$ cat src/rtl/bus_if_arbiter_if.sv
// Bus package and Bus_if interface used by bus_if_arbiter.
//
// Bus      : command / response encodings and field widths.
// bus_if_arbiter_if : one Bus_if link.
//    master modport : drives MCmd, MAddr, MData, MByteEn, MRespAccept, MReset_n;
//                     receives SCmdAccept, SResp, SData.
//    slave modport  : the mirror image.
package Bus;
   localparam int ADDR_W = 32;
   localparam int DATA_W = 32;
   localparam int BE_W   = 4;

   typedef enum logic [1:0] {
      IDLE = 2'd0,
      WR   = 2'd1,
      RD   = 2'd2
   } cmd_e;

   typedef enum logic [1:0] {
      NULL = 2'd0,
      DVA  = 2'd1,
      ERR  = 2'd2
   } resp_e;
endpackage

interface bus_if_arbiter_if;
   Bus::cmd_e                MCmd;
   logic [Bus::ADDR_W-1:0]   MAddr;
   logic [Bus::DATA_W-1:0]   MData;
   logic [Bus::BE_W-1:0]     MByteEn;
   logic                     MRespAccept;
   logic                     MReset_n;
   logic                     SCmdAccept;
   Bus::resp_e               SResp;
   logic [Bus::DATA_W-1:0]   SData;

   modport master (
      output MCmd, MAddr, MData, MByteEn, MRespAccept, MReset_n,
      input  SCmdAccept, SResp, SData
   );

   modport slave (
      input  MCmd, MAddr, MData, MByteEn, MRespAccept, MReset_n,
      output SCmdAccept, SResp, SData
   );
endinterface

$ cat src/rtl/bus_if_arbiter.sv
// bus_if_arbiter: shares one Bus_if slave between two Bus_if masters.
// Commands are forwarded combinationally from the winning master; the id of
// every accepted command is queued so that responses, which the slave returns
// in issue order, are steered back to the master that issued them.
//
// Ports
//    Clk    : system clock
//    Reset  : asynchronous, active-high reset
//    in_0   : requester 0 (slave modport)
//    in_1   : requester 1 (slave modport)
//    out    : shared target (master modport), out.MReset_n = ~Reset
//
// Parameter
//    NUM_IN_FLIGHT : depth of the id FIFO = max accepted-but-unanswered commands
//
// Build option
//    BUS_IF_ARBITER_FIXED_PRIO_EN : when defined, in_0 always wins a tie in ARB
//    (no round-robin pointer); otherwise ties alternate via rr_ptr.
module bus_if_arbiter #(
   parameter int NUM_IN_FLIGHT = 4
) (
   input logic              Clk,
   input logic              Reset,
   bus_if_arbiter_if.slave  in_0,
   bus_if_arbiter_if.slave  in_1,
   bus_if_arbiter_if.master out
);

   localparam int CW = $clog2(NUM_IN_FLIGHT + 1);
   localparam int PW = (NUM_IN_FLIGHT > 1) ? $clog2(NUM_IN_FLIGHT) : 1;

   typedef enum logic [1:0] {
      ARB    = 2'd0,
      LOCK_0 = 2'd1,
      LOCK_1 = 2'd2
   } state_e;

   state_e                   state;
   state_e                   state_next;
   logic [NUM_IN_FLIGHT-1:0] ids;
   logic [PW-1:0]            wr_ptr;
   logic [PW-1:0]            rd_ptr;
   logic [CW-1:0]            count;

   logic req_0;
   logic req_1;
   logic full;
   logic empty;
   logic winner_valid;
   logic winner_id;
   logic fwd;
   logic push;
   logic pop;
   logic head_id;
   logic head_accept;
   logic route;

`ifndef BUS_IF_ARBITER_FIXED_PRIO_EN
   logic rr_ptr;
`endif

   function automatic logic [PW-1:0] ptr_inc(input logic [PW-1:0] p);
      if (p == PW'(NUM_IN_FLIGHT - 1)) begin
         return '0;
      end else begin
         return p + PW'(1);
      end
   endfunction

   assign req_0 = (in_0.MCmd != Bus::IDLE);
   assign req_1 = (in_1.MCmd != Bus::IDLE);
   assign full  = (count == CW'(NUM_IN_FLIGHT));
   assign empty = (count == CW'(0));

   // Winner selection: a locked grant is kept until its command is accepted.
   always_comb begin
      winner_valid = 1'b0;
      winner_id    = 1'b0;
      case (state)
         LOCK_0: begin
            winner_valid = req_0;
            winner_id    = 1'b0;
         end
         LOCK_1: begin
            winner_valid = req_1;
            winner_id    = 1'b1;
         end
         ARB: begin
            if (req_0 && req_1) begin
               winner_valid = 1'b1;
`ifdef BUS_IF_ARBITER_FIXED_PRIO_EN
               winner_id    = 1'b0;
`else
               winner_id    = rr_ptr;
`endif
            end else if (req_0) begin
               winner_valid = 1'b1;
               winner_id    = 1'b0;
            end else if (req_1) begin
               winner_valid = 1'b1;
               winner_id    = 1'b1;
            end else begin
               winner_valid = 1'b0;
               winner_id    = 1'b0;
            end
         end
         default: begin
            winner_valid = 1'b0;
            winner_id    = 1'b0;
         end
      endcase
   end

   // Command forwarding; address/data fields follow the winner, in_0 when idle.
   always_comb begin
      fwd             = !Reset && !full && winner_valid;
      out.MCmd        = Bus::IDLE;
      out.MAddr       = in_0.MAddr;
      out.MData       = in_0.MData;
      out.MByteEn     = in_0.MByteEn;
      in_0.SCmdAccept = 1'b0;
      in_1.SCmdAccept = 1'b0;
      if (winner_id) begin
         out.MAddr   = in_1.MAddr;
         out.MData   = in_1.MData;
         out.MByteEn = in_1.MByteEn;
      end else begin
         out.MAddr   = in_0.MAddr;
         out.MData   = in_0.MData;
         out.MByteEn = in_0.MByteEn;
      end
      if (fwd) begin
         out.MCmd        = winner_id ? in_1.MCmd : in_0.MCmd;
         in_0.SCmdAccept = !winner_id && out.SCmdAccept;
         in_1.SCmdAccept = winner_id && out.SCmdAccept;
      end else begin
         out.MCmd        = Bus::IDLE;
      end
   end

   assign push = fwd && out.SCmdAccept;

   // Response steering to the master at the head of the id FIFO.
   always_comb begin
      head_id         = ids[rd_ptr];
      route           = !Reset && !empty;
      head_accept     = head_id ? in_1.MRespAccept : in_0.MRespAccept;
      in_0.SResp      = Bus::NULL;
      in_0.SData      = '0;
      in_1.SResp      = Bus::NULL;
      in_1.SData      = '0;
      out.MRespAccept = 1'b0;
      if (route) begin
         out.MRespAccept = head_accept;
         if (head_id) begin
            in_1.SResp = out.SResp;
            in_1.SData = out.SData;
         end else begin
            in_0.SResp = out.SResp;
            in_0.SData = out.SData;
         end
      end else begin
         out.MRespAccept = 1'b0;
      end
   end

   assign pop          = route && (out.SResp != Bus::NULL) && head_accept;
   assign out.MReset_n = ~Reset;

   // Next-state logic; a full FIFO freezes the FSM.
   always_comb begin
      state_next = state;
      if (full) begin
         state_next = state;
      end else begin
         case (state)
            ARB: begin
               if (winner_valid && !out.SCmdAccept) begin
                  state_next = winner_id ? LOCK_1 : LOCK_0;
               end else begin
                  state_next = ARB;
               end
            end
            LOCK_0, LOCK_1: begin
               if (push) begin
                  state_next = ARB;
               end else begin
                  state_next = state;
               end
            end
            default: state_next = ARB;
         endcase
      end
   end

   // FSM state and id FIFO registers.
   always_ff @(posedge Clk or posedge Reset) begin
      if (Reset) begin
         state  <= ARB;
         ids    <= '0;
         wr_ptr <= '0;
         rd_ptr <= '0;
         count  <= '0;
      end else begin
         state <= state_next;
         if (push) begin
            ids[wr_ptr] <= winner_id;
            wr_ptr      <= ptr_inc(wr_ptr);
         end
         if (pop) begin
            rd_ptr <= ptr_inc(rd_ptr);
         end
         case ({push, pop})
            2'b10:   count <= count + CW'(1);
            2'b01:   count <= count - CW'(1);
            default: count <= count;
         endcase
      end
   end

`ifndef BUS_IF_ARBITER_FIXED_PRIO_EN
   // Round-robin pointer: after a grant, the other master is preferred.
   always_ff @(posedge Clk or posedge Reset) begin
      if (Reset) begin
         rr_ptr <= 1'b0;
      end else if (push) begin
         rr_ptr <= ~winner_id;
      end else begin
         rr_ptr <= rr_ptr;
      end
   end
`endif

endmodule

$ cat src/flat_wrapper.sv
// flat-port wrapper written by rule: the top's interface ports become plain ports
module bus_if_arbiter_flat 
#(
   parameter int NUM_IN_FLIGHT = 4
)
  (Clk, Reset, in_0_MCmd, in_0_MAddr, in_0_MData, in_0_MByteEn, in_0_MRespAccept, in_0_MReset_n, in_0_SCmdAccept, in_0_SResp, in_0_SData, in_1_MCmd, in_1_MAddr, in_1_MData, in_1_MByteEn, in_1_MRespAccept, in_1_MReset_n, in_1_SCmdAccept, in_1_SResp, in_1_SData, out_MCmd, out_MAddr, out_MData, out_MByteEn, out_MRespAccept, out_MReset_n, out_SCmdAccept, out_SResp, out_SData);
  bus_if_arbiter_if in_0_i ();
  bus_if_arbiter_if in_1_i ();
  bus_if_arbiter_if out_i ();
  input logic Clk;
  input logic Reset;
  input wire logic [$bits(in_0_i.MCmd)-1:0] in_0_MCmd;
  input wire logic [$bits(in_0_i.MAddr)-1:0] in_0_MAddr;
  input wire logic [$bits(in_0_i.MData)-1:0] in_0_MData;
  input wire logic [$bits(in_0_i.MByteEn)-1:0] in_0_MByteEn;
  input wire logic [$bits(in_0_i.MRespAccept)-1:0] in_0_MRespAccept;
  input wire logic [$bits(in_0_i.MReset_n)-1:0] in_0_MReset_n;
  output wire logic [$bits(in_0_i.SCmdAccept)-1:0] in_0_SCmdAccept;
  output wire logic [$bits(in_0_i.SResp)-1:0] in_0_SResp;
  output wire logic [$bits(in_0_i.SData)-1:0] in_0_SData;
  input wire logic [$bits(in_1_i.MCmd)-1:0] in_1_MCmd;
  input wire logic [$bits(in_1_i.MAddr)-1:0] in_1_MAddr;
  input wire logic [$bits(in_1_i.MData)-1:0] in_1_MData;
  input wire logic [$bits(in_1_i.MByteEn)-1:0] in_1_MByteEn;
  input wire logic [$bits(in_1_i.MRespAccept)-1:0] in_1_MRespAccept;
  input wire logic [$bits(in_1_i.MReset_n)-1:0] in_1_MReset_n;
  output wire logic [$bits(in_1_i.SCmdAccept)-1:0] in_1_SCmdAccept;
  output wire logic [$bits(in_1_i.SResp)-1:0] in_1_SResp;
  output wire logic [$bits(in_1_i.SData)-1:0] in_1_SData;
  output wire logic [$bits(out_i.MCmd)-1:0] out_MCmd;
  output wire logic [$bits(out_i.MAddr)-1:0] out_MAddr;
  output wire logic [$bits(out_i.MData)-1:0] out_MData;
  output wire logic [$bits(out_i.MByteEn)-1:0] out_MByteEn;
  output wire logic [$bits(out_i.MRespAccept)-1:0] out_MRespAccept;
  output wire logic [$bits(out_i.MReset_n)-1:0] out_MReset_n;
  input wire logic [$bits(out_i.SCmdAccept)-1:0] out_SCmdAccept;
  input wire logic [$bits(out_i.SResp)-1:0] out_SResp;
  input wire logic [$bits(out_i.SData)-1:0] out_SData;
  assign in_0_i.MCmd = in_0_MCmd;
  assign in_0_i.MAddr = in_0_MAddr;
  assign in_0_i.MData = in_0_MData;
  assign in_0_i.MByteEn = in_0_MByteEn;
  assign in_0_i.MRespAccept = in_0_MRespAccept;
  assign in_0_i.MReset_n = in_0_MReset_n;
  assign in_0_SCmdAccept = in_0_i.SCmdAccept;
  assign in_0_SResp = in_0_i.SResp;
  assign in_0_SData = in_0_i.SData;
  assign in_1_i.MCmd = in_1_MCmd;
  assign in_1_i.MAddr = in_1_MAddr;
  assign in_1_i.MData = in_1_MData;
  assign in_1_i.MByteEn = in_1_MByteEn;
  assign in_1_i.MRespAccept = in_1_MRespAccept;
  assign in_1_i.MReset_n = in_1_MReset_n;
  assign in_1_SCmdAccept = in_1_i.SCmdAccept;
  assign in_1_SResp = in_1_i.SResp;
  assign in_1_SData = in_1_i.SData;
  assign out_MCmd = out_i.MCmd;
  assign out_MAddr = out_i.MAddr;
  assign out_MData = out_i.MData;
  assign out_MByteEn = out_i.MByteEn;
  assign out_MRespAccept = out_i.MRespAccept;
  assign out_MReset_n = out_i.MReset_n;
  assign out_i.SCmdAccept = out_SCmdAccept;
  assign out_i.SResp = out_SResp;
  assign out_i.SData = out_SData;
  bus_if_arbiter #(.NUM_IN_FLIGHT(NUM_IN_FLIGHT)) u_core (.Clk(Clk), .Reset(Reset), .in_0(in_0_i), .in_1(in_1_i), .out(out_i));
endmodule
$ cat config.mk
export PLATFORM = sky130hd
export DESIGN_NAME = bus_if_arbiter_flat
export DESIGN_NICKNAME = d
export VERILOG_FILES = /design/src/rtl/bus_if_arbiter_if.sv /design/src/rtl/bus_if_arbiter.sv /design/src/flat_wrapper.sv
export SDC_FILE = /design/constraint.sdc
export NUM_CORES = 1
export LEC_CHECK = 0
export BUFFER_PORTS_ARGS = -buffer_cell sky130_fd_sc_hd__buf_2
export CAP_MARGIN = 20
export CORE_AREA = 2 2 127 129
export DETAILED_ROUTE_END_ITERATION = 12
export DIE_AREA = 0 0 129 131
export HOLD_SLACK_MARGIN = 0.03
export PLACE_DENSITY = 0.5
export SLEW_MARGIN = 30
export SYNTH_ARGS = -nofsm -noshare
export SYNTH_HDL_FRONTEND = slang
export SYNTH_SLANG_ARGS = --single-unit
$ cat constraint.sdc
create_clock -name Clk -period 4 [get_ports Clk]
set_clock_uncertainty 0.15 [all_clocks]
set_input_delay 0 -clock Clk [delete_from_list [all_inputs] [get_ports Clk]]
set_output_delay 0 -clock Clk [all_outputs]
set_load 0.03 [all_outputs]
; Word level (Yosys, flattened, before mapping)
; Index checks and enable logic that the tools add are counted.
[word_totals]
input_bits = 181
ff_bits = 14
[op_classes]
n_mux = 36
n_eq_ne = 8
reduce_logical = 24
add_sub_neg = 4
bitwise = 3
n_lt_le_gt_ge = 3
[op_table]
columns = cell, n
row1 = $mux W32, 6
row2 = $mux W2, 11
row3 = $logic_and A1 B1 Y1, 11
row4 = $mux W1, 11
row5 = $eq A2 B2 Y1 const B, 4
row6 = $reduce_bool A2 Y1, 4
row7 = $lt A2 B3 Y1 const B, 2
row8 = $pmux W3 S2, 1
row9 = $logic_not A1 Y1, 5
row10 = $add A2 B1 Y2 const B, 2
row11 = $bwmux W4, 1
row12 = $eq A2 B1 Y1 const B, 2
row13 = $mux W4, 1
row14 = $pmux W2 S2, 1
row15 = $add A3 B1 Y3 const B, 1
row16 = $eq A3 B3 Y1 const B, 1
row17 = $logic_not A3 Y1, 1
row18 = $not A1 Y1, 3
row19 = $pmux W1 S3, 1
row20 = $sub A3 B1 Y3 const B, 1
row21 = $bmux W1 S2, 1
row22 = $demux W1 S2, 1
row23 = $ge A2 B1 Y1 const B, 1
row24 = $logic_not A2 Y1, 1
row25 = other kinds (4), 4

; Depth between registers and ports, before layout
[depth]
depth_word = 9
mapped_depth = 11
ltp_nobuf = 11

; Worst setup path after synthesis
; Ideal clock, no wire load.
[synth_path]
path_kind = reg2reg
from = reg u_core.rd_ptr[0]
to = reg u_core.count[2]
required_ps = 3771
slack_ps = 1159
path_stages_with_launch = 12
setup_time_ps = 79
t_arrival_ps = 2611
path_buffers = 1
path_cell_list = dfrtp_1 -> mux4_2 -> buf_4 -> mux2i_1 -> or3_4 -> inv_1 -> ha_1 -> inv_1 -> fa_1 -> xor2_1 -> nor2_1 -> xor2_1
[synth_between]
elab_chain_len = 6
word_cells_on_any_way = 8
cone_classes = 2 x eq/ne / 4 x mux / 2 x reduce/logical
[synth_lines]
columns = item, line_no
row1 = from (decl), bus_if_arbiter.sv:42  ; logic [PW-1:0] rd_ptr;
row2 = from (signal assigned), bus_if_arbiter.sv:211  ; rd_ptr <= ptr_inc(rd_ptr);
row3 = $bmux W1 S2 (*), bus_if_arbiter.sv:145  ; head_id = ids[rd_ptr];
row4 = $mux W1 (not written as such) (*), bus_if_arbiter.sv:145
row5 = $mux W1 (*), bus_if_arbiter.sv:147  ; head_accept = head_id ? in_1.MRespAccept : in_0.MRespAccept;
row6 = $logic_and A1 B1 Y1 (*), bus_if_arbiter.sv:167  ; assign pop = route && (out.SResp != Bus::NULL) && head_accept;
row7 = via u_core.pop, bus_if_arbiter.sv:53  ; logic pop;
row8 = $eq A2 B1 Y1 / $eq A2 B2 Y1 (equally long branches), bus_if_arbiter.sv:213  ; case ({push, pop})
row9 = $pmux W3 S2 / $reduce_bool A2 Y1 (equally long branches), --
row10 = to (signal assigned), bus_if_arbiter.sv:214  ; 2'b10: count <= count + CW'(1);
row11 = to (signal assigned), bus_if_arbiter.sv:215  ; 2'b01: count <= count - CW'(1);
row12 = to (signal assigned), bus_if_arbiter.sv:216  ; default: count <= count;
row13 = to (decl), bus_if_arbiter.sv:43  ; logic [CW-1:0] count;
; Mark *: on every way through the listed nets, which the timed path passes. The rest lies on a longest branch. The select of a mux whose other input is x is not followed.
; A chain may end at the register's enable or synchronous reset.

; Worst setup path in the final report
; Ends and elaborated chain as after synthesis.

==> impl_results.md <==
- Number of global-route vias before repair: 3206
- Syn Std Cell Area: 2196 um2
- Clock-pin slew on the worst setup and hold paths: 0.04 ns
- Synth area leaders: nand2_1, dfrtp_1, nor2_1
- Sequential area share after synthesis: 15.95%
- Clock Tree Buf Depth: 2
- Post-synthesis mux area share: 5.812%
- Leakage: 2.706 nW
- Post-synth EDFFs: 0
- DR WL/cell: 11.69 um
- Max Cap Violations: 0
- CP max FO: 6
- Average cell area after synthesis: 5.179 um2
- Netlist cell types: 29
- Total GRT Usage: 11.60%
- VDD IR max: 0.3178 mV
- Drt drc: 0
- Diode count: 0
- # fillers: 1816
- Row cnt: 46
- Die Span Y: 131 um
- H-tree lvl count: 1
- Routed WL: 11050 um
- Hold Fails Final Rpt: 0
- Most frequent cell after synthesis: nand2_1
- Total negative slack: 0 ns
- Insertion delay to the later sink of the worst-skew pair: 0.24 ns
- Critical path capture point type: flip-flop
- Ys Warns: 0
- Area grow syn2layout: 88.95%
- Core footprint: 15600 um2
- Top Ports: 323
- Gr ovfl total: 0
- Clk root buf: clkbuf_16
- Layout cells sized above 1: 47.33%
- Syn_nets: 616
- # setup viols final: 0
- Hold Path Class: input pin to flip-flop
- Critical Path RT: 4.01 ns
- Pwr/cell area: 1073 nW/um2
- Synth top cells by count: nand2_1, nor2_1, clkbuf_1, dfrtp_1, ha_1
- Largest net degree at the start of global routing: 61
- Vias: 3631
- Post-synth top area share: 41.88%
- Yosys top cell by area: nand2_1
- Final GP Congestion: 0.7918
- Largest family of logic cells by synthesized area: simple AND/OR/NAND/NOR gates
- CTS tree: built
- First-pass GRT wire length: 15770 um
- Drt first pass iters: 4
- Relative slew margins: 43.56%
- #FFs+latches synth: 14
- Outcome: complete, no violations
- Post-Synth Adder-Cell Area: 6.610%
- Post-synthesis simple-gate area fraction: 57.83%
- Data arrival, critical path: 2.88 ns
- # clock sinks: 14
- Final max-slew violation count: 0
- XOR/XNOR Fraction of Synth Area: 1.197%
- Reg-to-reg slack, setup: 1.13 ns
- Number of CTS-inserted buffers: 3
- Avg Vias per Cell: 3.842
- Die area: 16900 um2
- Compound-Gate Fraction of Synth Area: 6.268%
- Initial antenna violation count: 1
- Period minus WS final: 2.867 ns
- Critical path class: flip-flop to flip-flop
- Buffers on Ports: 320
- Asr flop ratio synth: 100.0%
- Slew @ Worst Pin: 0.8466 ns
- Synth Instances: 424
- Dpl cells: 940
- Startpoint types: flip-flop
- Die Width: 129 um
- Antenna viol nets, final: 0
- Period utilisation layout: 71.68%
- Initial Util: 14.08%
- Nets: 923
- Final core utilization: 26.60%
- Cell Count, Final, Fillers Out: 945
- F_max: 0.3488 GHz
- Iteration-0 DRC Markers: 121
- Prevailing post-synth register cell: dfrtp_1
- RSZ-0062 raised after global routing: no
- Post-DP HPWL: 9313 um
[where the power goes]
group	switching, mW	total, mW	internal [mW]
combinational	2.87	3.97	1.10
clock	0.0544	0.185	0.131
sequential	0.0793	0.297	0.217
[metal layers]
layer / track usage, % / up-vias / part of all wire [%]
met5: 0 / - / 0.12
met3: 2.524 / 8 / 9.3
met4: 1.535 / 2 / 1.1
met1: 14.42 / 1515 / 42
met2: 21.10 / 197 / 47
li1: - / 1909 / -
[kinds of logic (layout without fill, tap and decap cells)]
logic type	after synthesis	count (layout)
adder cells (fa/ha/maj)	11	11
XOR/XNOR	3	3
multiplexers	10	10
flip-flops	14	14
AND/OR/NAND/NOR	330	330
AO/OA/AOI/OAI	20	20
buffers and inverters	36	341
[cell usage in the layout (no fill, tap or decap), drive strengths merged]
master       synthesis  layout
or2                  2       2
a31o                 1       1
nor3                 1       1
mux2                 6       6
clkbuf              23       3
mux2i                3       3
dfrtp               14      14
mux4                 1       1
nand4b               1       1
buf                  4     327
inv                  9       9
nand2              245     245
o22ai                2       2
a31oi                5       5
o2bb2ai              2       2
o21ai                1       1
xor2                 2       2
a41oi                4       4
dlygate4sd3          0       2
o21bai               1       1
ha                  10      10
a21oi                4       4
or3                  1       1
xnor2                1       1
nor3b                2       2
nor2                78      78
fa                   1       1
[path summary, 6_finish.rpt]
path	start	endpoint	cells after the start
min in group asynchronous	Reset	u_core.ids[2]	3
max in group asynchronous	Reset	u_core.state[1]	3
hold reg to reg	u_core.count[2]	u_core.count[2]	1
hold / removal	out_SResp[1]	u_core.rd_ptr[1]	4
setup reg to reg	u_core.rd_ptr[0]	u_core.count[2]	10
setup / recovery	u_core.rd_ptr[0]	u_core.count[2]	10
[critical path, cell delays in order, from the launching register on]
cell,delay [ns]
dfrtp_1,0.45
mux4_2,0.57
mux2i_1,0.16
or3_4,0.40
inv_1,0.07
ha_1,0.17
inv_1,0.06
fa_1,0.37
xor2_1,0.15
nor2_1,0.11
xor2_1,0.14
[per-stage QoR]
step / setup WS, ns / area (um2) / power [mW] / hold slack (ns)
after floorplan: 1.159 / 2196 / 3.104 / -0.1575
after global placement: 1.118 / 4049 / 4.338 / -0.01514
after detailed placement: 1.107 / 4054 / 4.332 / 0.006517
after CTS: 1.087 / 4149 / 4.538 / 0.1212
after global routing: 0.9555 / 4149 / 4.841 / 0.1568
final: 1.133 / 4149 / 4.453 / 0.1184
[area by class of cell]
class	instances	area (um2)	share of cell area [%]
clock buffer	3	75.07	1.809
inverter	9	33.78	0.8142
multi-input combinational	374	1733	41.77
sequential	14	350.3	8.444
tap	216	270.3	6.514
timing repair buffer	329	1687	40.65
[registers in the layout (all words and copies together), names as in the netlist]
register	cells
u_core.ids	4
u_core.wr_ptr	2
u_core.rd_ptr	2
u_core.state	2
u_core.rr_ptr	1
u_core.count	3
[what timing repair did]
| item | in CTS | in global routing |
|---|---|---|
| hold endpoints to repair | 16 | 0 |
| hold buffers | 2 | 0 |
| resized for setup | 0 | 0 |
| setup buffers | 0 | 0 |
No activity file was read; power rests on OpenSTA's default activity.
